$ cat config.mk
export PLATFORM = sky130hd
export DESIGN_NAME = uart_tx_scheduler
export DESIGN_NICKNAME = d
export VERILOG_FILES = /design/src/rtl/uart_pkg.sv /design/src/rtl/uart_rr_arbiter.sv /design/src/rtl/uart_tx_scheduler.sv
export SDC_FILE = /design/constraint.sdc
export NUM_CORES = 1
export LEC_CHECK = 0
export BUFFER_PORTS_ARGS = -buffer_cell sky130_fd_sc_hd__clkbuf_2
export CAP_MARGIN = 40
export CORE_ASPECT_RATIO = 0.6
export CORE_MARGIN = 3
export CORE_UTILIZATION = 38
export CTS_CLUSTER_SIZE = 40
export DETAILED_ROUTE_END_ITERATION = 10
export GPL_TIMING_DRIVEN = 0
export SLEW_MARGIN = 10
export SYNTH_ARGS = -nofsm -noshare
export SYNTH_HDL_FRONTEND = slang
export SYNTH_HIERARCHICAL = 1
export SYNTH_SLANG_ARGS = --single-unit
export TNS_END_PERCENT = 5
$ cat constraint.sdc
create_clock -name clk -period 3.88 [get_ports clk]
set_clock_uncertainty 0.2 [all_clocks]
set_input_delay 0.194 -clock clk [delete_from_list [all_inputs] [get_ports clk]]
set_output_delay 0.194 -clock clk [all_outputs]
set_load 0.1 [all_outputs]
$ cat src/rtl/uart_pkg.sv
// Shared definitions for the UART transmit scheduler: frame geometry, FSM
// state encoding and the baud divider helper.
package uart_pkg;

  localparam int FRAME_BITS = 10;
  localparam logic START_BIT = 1'b0;
  localparam logic STOP_BIT = 1'b1;

  typedef enum logic {
    IDLE = 1'b0,
    SEND = 1'b1
  } sched_state_e;

  // Clock cycles per bit time (truncating division).
  function automatic int baud_clk(input int clk_hz, input int baud);
    return clk_hz / baud;
  endfunction

endpackage

$ cat src/rtl/uart_rr_arbiter.sv
// Combinational round-robin pick: first asserted request searching upward
// from ptr+1, wrapping modulo N_REQ.
module uart_rr_arbiter #(
  parameter int N_REQ = 4,
  parameter int IDX_W = $clog2(N_REQ)
) (
  input  logic [N_REQ-1:0] req,
  input  logic [IDX_W-1:0] ptr,
  output logic [N_REQ-1:0] grant,
  output logic [IDX_W-1:0] grant_idx,
  output logic             any_req
);

  int         cand;
  logic [IDX_W-1:0] cand_idx;
  logic       found;

  always_comb begin
    grant     = '0;
    grant_idx = '0;
    found     = 1'b0;
    cand      = 0;
    cand_idx  = '0;
    // ptr is always a legal index, so ptr+i stays below 2*N_REQ
    for (int i = 1; i <= N_REQ; i++) begin
      cand = int'(ptr) + i;
      if (cand >= N_REQ) cand = cand - N_REQ;
      cand_idx = IDX_W'(cand);
      if (!found && req[cand_idx]) begin
        found           = 1'b1;
        grant_idx       = cand_idx;
        grant[cand_idx] = 1'b1;
      end
    end
  end

  assign any_req = |req;

endmodule

$ cat src/rtl/uart_tx_scheduler.sv
// Round-robin sharing of one UART byte transmitter among N_REQ sources, with
// frame timing derived from CLK/BAUD. Optional macro: UART_SCHED_URGENT0_EN.
module uart_tx_scheduler
  import uart_pkg::*;
#(
  parameter int CLK      = 50000000,
  parameter int BAUD     = 115200,
  parameter int N_REQ    = 4,
  parameter int GAP_BITS = 1
) (
  input  logic                       clk,
  input  logic                       rstn,
  input  logic [N_REQ-1:0]           req_valid,
  input  logic [8*N_REQ-1:0]         req_data,
  output logic [N_REQ-1:0]           req_ack,
  output logic [7:0]                 tx_data,
  output logic                       tx_flag,
  output logic [$clog2(N_REQ)-1:0]   grant_id,
  output logic                       busy
);

  localparam int BAUD_CLK  = baud_clk(CLK, BAUD);
  localparam int FRAME_CYC = (FRAME_BITS + GAP_BITS) * BAUD_CLK;
  localparam int CNT_W     = $clog2(FRAME_CYC + 1);
  localparam int IDX_W     = $clog2(N_REQ);
  localparam logic [CNT_W-1:0] CNT_LAST = CNT_W'(FRAME_CYC - 2);

  // Handshake: a source holds req_valid[i] and its byte until it sees the
  // one-cycle req_ack[i]; it must drop or advance both in the following cycle.
  // Requests are only sampled in IDLE, never during the ack cycle.

  sched_state_e      state_q, state_d;
  logic [CNT_W-1:0]  cnt_q, cnt_d;
  logic [7:0]        tx_data_q, tx_data_d;
  logic [IDX_W-1:0]  grant_id_q, grant_id_d;
  logic [IDX_W-1:0]  ptr_q, ptr_d;
  logic              busy_q, busy_d;
  logic              flag_q, flag_d;
  logic [N_REQ-1:0]  ack_q, ack_d;

  logic [N_REQ-1:0]  arb_req;
  logic [N_REQ-1:0]  arb_grant;
  logic [IDX_W-1:0]  arb_idx;
  logic              arb_any;
  logic              urgent_win;
  logic [N_REQ-1:0]  win_onehot;
  logic [IDX_W-1:0]  win_idx;
  logic              win_any;
  logic [7:0]        win_data;

`ifdef UART_SCHED_URGENT0_EN
  // Requester 0 bypasses rotation; the others rotate among themselves.
  assign arb_req    = {req_valid[N_REQ-1:1], 1'b0};
  assign urgent_win = req_valid[0];
`else
  assign arb_req    = req_valid;
  assign urgent_win = 1'b0;
`endif

  uart_rr_arbiter #(
    .N_REQ (N_REQ),
    .IDX_W (IDX_W)
  ) u_arb (
    .req       (arb_req),
    .ptr       (ptr_q),
    .grant     (arb_grant),
    .grant_idx (arb_idx),
    .any_req   (arb_any)
  );

  assign win_onehot = urgent_win ? N_REQ'(1) : arb_grant;
  assign win_idx    = urgent_win ? '0 : arb_idx;
  assign win_any    = urgent_win | arb_any;

  always_comb begin
    win_data = '0;
    for (int i = 0; i < N_REQ; i++) begin
      win_data = win_data | (req_data[8*i +: 8] & {8{win_onehot[i]}});
    end
  end

  always_comb begin
    state_d    = state_q;
    cnt_d      = cnt_q;
    tx_data_d  = tx_data_q;
    grant_id_d = grant_id_q;
    ptr_d      = ptr_q;
    busy_d     = busy_q;
    flag_d     = 1'b0;
    ack_d      = '0;
    unique case (state_q)
      IDLE: begin
        busy_d = 1'b0;
        cnt_d  = '0;
        if (win_any) begin
          state_d    = SEND;
          busy_d     = 1'b1;
          tx_data_d  = win_data;
          grant_id_d = win_idx;
          if (!urgent_win) ptr_d = win_idx;
          flag_d     = 1'b1;
          ack_d      = win_onehot;
        end
      end
      SEND: begin
        // Leaving two cycles early puts the IDLE grant cycle and the flag
        // register delay inside the FRAME_CYC spacing.
        busy_d = 1'b1;
        if (cnt_q == CNT_LAST) begin
          state_d = IDLE;
          cnt_d   = '0;
        end else begin
          cnt_d = cnt_q + CNT_W'(1);
        end
      end
      default: state_d = IDLE;
    endcase
  end

  always_ff @(posedge clk or negedge rstn) begin
    if (!rstn) begin
      state_q    <= IDLE;
      cnt_q      <= '0;
      tx_data_q  <= '0;
      grant_id_q <= '0;
      ptr_q      <= IDX_W'(N_REQ - 1);
      busy_q     <= 1'b0;
      flag_q     <= 1'b0;
      ack_q      <= '0;
    end else begin
      state_q    <= state_d;
      cnt_q      <= cnt_d;
      tx_data_q  <= tx_data_d;
      grant_id_q <= grant_id_d;
      ptr_q      <= ptr_d;
      busy_q     <= busy_d;
      flag_q     <= flag_d;
      ack_q      <= ack_d;
    end
  end

  assign req_ack  = ack_q;
  assign tx_data  = tx_data_q;
  assign tx_flag  = flag_q;
  assign grant_id = grant_id_q;
  assign busy     = busy_q;

endmodule

# Word-level counts from Yosys, hierarchy flattened
# Index checks and enable logic that the tools add are counted.
# totals
inputBits	38
out_inout_bits	16
regBits	32
word_cells	93
# classes
order_cmp	12
reduce_logical	12
n_mux	40
bitwise	11
eq_ne	1
n_addsub	9
# op_table
op	n
bitwise AND 8 bit	4
case mux 13 bit (2 select lines)	1
two-way mux 4 bit	6
bitwise OR 8 bit	3
two-way mux 2 bit	8
two-way mux 1 bit	14
adder 13 x 1 -> 13 bit, second input constant	1
== test 13 bit, second input constant	1
two-way mux 13 bit	1
less-than comparator 2 x 3 -> 1 bit, second input constant	4
bitwise OR 4 bit	3
greater-or-equal comparator 3 bit, second input constant	3
binary-select mux 1 bit (select 2 bit)	4
demux 1 bit (select 2 bit)	4
greater-or-equal comparator 2 x 1 -> 1 bit, second input constant	4
subtractor 2 x 1 -> 2 bit, second input constant	4
logical AND 1 bit	7
adder 2 x 2 -> 3 bit, second input constant	2
adder 2 x 3 -> 4 bit, second input constant	1
greater-or-equal comparator 4 x 3 -> 1 bit, second input constant	1
case mux 1 bit (2 select lines)	2
OR reduction 4 bit	1
adder 2 x 1 -> 3 bit, second input constant	1
zero test 1 bit	3
2 further kinds	2

# Longest topological paths before layout
# depth
word_depth	19
depth_mapped	11

# Modules after synthesis
# Netlist, hierarchy kept.
# modules_own_cells
module	instances	area_each_um2	cells_each
uart_tx_scheduler	1	1519.0	146
uart_rr_arbiter	1	630.6	82

# Worst setup path after synthesis
# No wires, ideal clock.
# synth_path
path_type	register to register
start	register ptr_q[0]
end	register tx_data_q[0], in the netlist tx_data[0]
path_buffers	3
t_arrival_ns	2.461
period_less_slack_ns	2.802
path_slack_ns	1.078
path_stages_with_launch	12
setup_ns	0.141
cell_sequence	dfstp_2 buf_6 inv_1 ha_1 buf_2 nand2b_1 o22ai_1 a2111oi_1 o2bb2ai_1 buf_1 a22oi_1 a31oi_1
# synth_between
elab_chain_cells	19
word_cells_on_any_way	67
classes_between	add/sub (8); order compare (12); mux (27); bitwise (10); reduce/logical (10)
# synth_rtl
element	line	text
start: declaration	uart_tx_scheduler.sv:36	logic [IDX_W-1:0] ptr_q, ptr_d;
start signal: assignment	uart_tx_scheduler.sv:126	ptr_q <= IDX_W'(N_REQ - 1);
start signal: assignment	uart_tx_scheduler.sv:135	ptr_q <= ptr_d;
branches (longest 14 deep; another with adder 2 x 1 -> 3 bit)	--	
two-way mux 4 bit (*)	uart_rr_arbiter.sv:29	if (!found && req[cand_idx]) begin
named net arb_grant[1]	uart_tx_scheduler.sv:42	logic [N_REQ-1:0] arb_grant;
bitwise AND 8 bit (*)	uart_tx_scheduler.sv:78	win_data = win_data | (req_data[8*i +: 8] & {8{win_onehot[i]}});
bitwise OR 8 bit (*) (3 in a row)	uart_tx_scheduler.sv:78	
end signal: assignment	uart_tx_scheduler.sv:133	tx_data_q <= tx_data_d;
end: declaration	uart_tx_scheduler.sv:34	logic [7:0] tx_data_q, tx_data_d;
# Mark *: on every way through the listed nets, which the timed path passes. The select of a mux whose other input is x is not followed.
# A chain may end at the register's enable or synchronous reset.

# Final worst setup path
# layout_path
start	register ptr_q[0]
end	register tx_data_q[6], in the netlist tx_data[6]
# The elaborated chain is that of the path after synthesis.

==> summary.json <==
{
  "status": "finished clean",
  "post-route-period-util_pct": 84.87,
  "cts_tree": "yes",
  "start_util_pct": 40.90,
  "critical_path.n_buffers_inverters": 4,
  "synth.cell_area_mm2": 0.002150,
  "number_of_slew_limit_violations_in_the_final_report": 0,
  "critical_path.top_delay_family": "compound AO/OA/AOI/OAI gates",
  "timing.slew.headroom_pct": 48.00,
  "core.rowCount": 20,
  "drt-total-wl_um": 5803,
  "cpMaxStageDelayCell": "sky130_fd_sc_hd__dfstp_2",
  "postRouteAntennaNets": 0,
  "ctsResizeCount": 0,
  "synth-warning-count": 6,
  "dr.first_iter.drc_count": 126,
  "synth_enable_flop_cells": 0,
  "route.vias.total": 1989,
  "layout.filler_cells": 508,
  "timing.critical_path.required_ps": 3820,
  "cap_viol_max_count": 0,
  "numnets_final": 336,
  "insertedDiodeCount": 0,
  "vias_per_cell": 5.603,
  "cells_traversed_along_the_worst_timing_path": "buf_6, inv_1, ha_1, buf_2, nand2b_1, o22ai_1, a2111oi_1, o2bb2ai_1, buf_1, a22oi_1, a31oi_1",
  "power.internal_mw": 0.6355,
  "gp_congestion": 0.7864,
  "timing.final.hold_violations": 0,
  "cts_sinks": 32,
  "ys_ff_latch": 32,
  "cts-root-to-sink-buffers": 2,
  "post-route-drc-count": 0,
  "layout_min_cycle_time_ps": 3293,
  "kind_of_start_point_of_the_critical_path": "flop",
  "wl_per_cell_um": 16.35,
  "postSynthCellCount": 228,
  "static-leakage-power_nw": 1.178,
  "hold_slack_ps": 32.20,
  "hold_path.class": "in2reg",
  "setup_tns_final_ps": 0,
  "vdd_ir_drop_max_uv": 178.3,
  "layout.cells.most_common": "sky130_fd_sc_hd__clkbuf_2",
  "place.detailed.hpwl_um": 4339,
  "critPathArrivalTime_ps": 3230,
  "die_area_mm2": 0.006625,
  "post_synthesis_area_per_instance_um2": 9.428,
  "path_clk_slew_ps": 70,
  "layout.cells.most_common_list": "sky130_fd_sc_hd__clkbuf_2, sky130_fd_sc_hd__dfrtp_1, sky130_fd_sc_hd__nor2_1",
  "boundaryPins": 54,
  "die_w_um": 103.1,
  "grt_first_pass_wirelength_um": 9473,
  "power.share.switching_pct": 35.88,
  "seq_area_frac_synth_pct": 37.37,
  "worst_pin_slew_ps": 779.9,
  "comb_power_share_pct": 31.7,
  "grt_start_max_net_pins": 33,
  "clkPwrFrac_pct": 31.7,
  "cts_made_buffers": 5,
  "syn_to_final_growth_pct": 21.42,
  "final-setup-viol-count": 0,
  "post-cts-setup-buffers": 0,
  "dieHeight_um": 64.26,
  "placeableCoreArea_mm2": 0.005255,
  "syn-num-nets": 276,
  "worst_skew_pair.late_latency_ps": 290,
  "setup.worst_path.class": "reg2reg",
  "fmax_ghz": 0.3037,
  "ys_types": 49,
  "critical-path-max-stage-delay_ps": 650,
  "top_reg_cell_synth": "sky130_fd_sc_hd__dfrtp_1",
  "crit_path_max_fanout": 10,
  "grt_antenna_before_repair": 0,
  "rsz0062_at_grt": "false",
  "asyncSetResetFlopFracSynth_pct": 100.0,
  "cts_htree_levels": 2,
  "length_of_the_first_detailed_routing_pass_in_iterations": 4,
  "total_grt_overflow": 0,
  "io_buffer_count": 52,
  "via_count_of_the_first_global_routing_pass": 1815,
  "endpoint_kind": "flop",
  "net_sw_power_mw": 0.3556,
  "power-per-cell-area_mw_per_mm2": 379.7,
  "cts_root_buf": "sky130_fd_sc_hd__clkbuf_8",
  "drive_above_1_share_pct": 29.07,
  "all_layer_gr_usage_pct": 18.66,
  "seq_power_share_pct": 36.6
}
-- flip-flops by register name (all words and copies together), names as in the netlist --
signal	flops
cnt_q	13
tx_flag	1
ptr_q	2
state_q	1
grant_id	2
busy	1
tx_data	8
req_ack	4
-- final timing paths --
| check | startpoint | cells after the start | slack (ps) | endpoint |
|---|---|---|---|---|
| max in group asynchronous | rstn | 2 | 2660 | req_ack[2] |
| max reg2reg | ptr_q[0] | 11 | 590 | tx_data[6] |
| min reg2reg | grant_id[0] | 2 | 290 | grant_id[0] |
| max | ptr_q[0] | 11 | 590 | tx_data[6] |
| min in group asynchronous | rstn | 2 | 330 | busy |
| min | req_data[29] | 3 | 30 | tx_data[5] |
-- cell usage after synthesis, types with 2 or more instances --
master,n,area [um2]
sky130_fd_sc_hd__o31ai_1,4,30.03
sky130_fd_sc_hd__a211oi_1,2,15.01
sky130_fd_sc_hd__mux2i_4,3,67.56
sky130_fd_sc_hd__nand4_1,8,50.05
sky130_fd_sc_hd__nand3_1,5,25.02
sky130_fd_sc_hd__a2111oi_1,3,30.03
sky130_fd_sc_hd__inv_1,8,30.03
sky130_fd_sc_hd__o2bb2ai_1,4,35.03
sky130_fd_sc_hd__buf_2,2,10.01
sky130_fd_sc_hd__nor2b_1,2,12.51
sky130_fd_sc_hd__o21ai_0,5,25.02
sky130_fd_sc_hd__and2_1,4,25.02
sky130_fd_sc_hd__a21oi_1,7,35.03
sky130_fd_sc_hd__dfstp_2,2,52.55
sky130_fd_sc_hd__mux2_2,3,33.78
sky130_fd_sc_hd__nand2_1,20,75.07
sky130_fd_sc_hd__or4_1,4,30.03
sky130_fd_sc_hd__ha_1,10,125.1
sky130_fd_sc_hd__and3_1,8,50.05
sky130_fd_sc_hd__buf_1,5,18.77
sky130_fd_sc_hd__nor2_1,24,90.09
sky130_fd_sc_hd__clkbuf_1,2,7.510
sky130_fd_sc_hd__xor2_1,2,17.52
sky130_fd_sc_hd__buf_6,3,33.78
sky130_fd_sc_hd__a22oi_1,16,120.1
sky130_fd_sc_hd__nor3_1,2,10.01
sky130_fd_sc_hd__o22ai_1,6,37.54
sky130_fd_sc_hd__or3_1,2,12.51
sky130_fd_sc_hd__nand2b_1,5,31.28
sky130_fd_sc_hd__a31oi_1,9,56.30
sky130_fd_sc_hd__dfrtp_1,30,750.7
-- routing by layer --
metal | routed length [um] | vias up | global-route usage [%]
li1 | - | 969 | -
met3 | 560 | 5 | 5.998
met2 | 2206 | 85 | 23.24
met4 | 34 | 0 | 5.008
met1 | 3001 | 930 | 29.75
met5 | 0 | - | 0
-- power groups by stage --
stage / Clock (mW) / Combinational, mW / Sequential (mW)
2_1_floorplan: 0 / 0.142 / 0.456
3_3_place_gp: 0 / 0.312 / 0.368
3_5_place_dp: 0 / 0.312 / 0.369
4_1_cts: 0.323 / 0.313 / 0.363
5_1_grt: 0.344 / 0.338 / 0.365
6_report: 0.314 / 0.314 / 0.363
-- stage by stage --
step           util, %  instances  setup slack (ps)  total power, mW  cell area (um2)
2_1_floorplan        -        228              1078           0.5975             2150
3_5_place_dp     47.43        346             591.3           0.6811             2492
6_report         49.67        355             587.1           0.9911             2610
3_3_place_gp     47.43        346             575.4           0.6807             2492
4_1_cts          49.67        355             580.2           0.9997             2610
5_1_grt          49.67        355             393.5            1.047             2610
-- worst reg2reg max path, delay by kind of cell (launching register included) --
family | cells | cell delay (ps)
AO/OA/AOI/OAI | 5 | 1000
adder cells (fa/ha/maj) | 1 | 350
buffers and inverters | 4 | 830
flip-flops | 1 | 650
AND/OR/NAND/NOR | 1 | 140
-- cell families (layout without fill, tap and decap cells) --
logic type	Yosys count	in the layout	share of synthesized area, %
and+or+nand+nor	90	90	22.41
AOI/OAI and AO/OA	63	63	21.65
DFF	32	32	37.37
buffers and inverters	21	82	5.006
adders and majority gates	10	10	5.821
muxes	9	9	6.519
xor gates and xnor gates	3	3	1.223
-- what timing repair did --
item / CTS / global route
hold buffers: 1 / 0
hold endpoints to repair: 30 / 0
setup endpoints to repair: 0 / 0
-- cell type report --
type                       count  area [um2]  area share [%]
inverter                       8       30.03           1.151
clock inverter                 2       35.03           1.342
multi-input combinational    175        1239           47.46
sequential                    32       803.3           30.78
tap                           66       82.58           3.164
clock buffer                   6       72.57           2.780
timing repair buffer          53       270.3           10.35
buffer                        13       77.57           2.972
(Power assumes the default switching activity.)
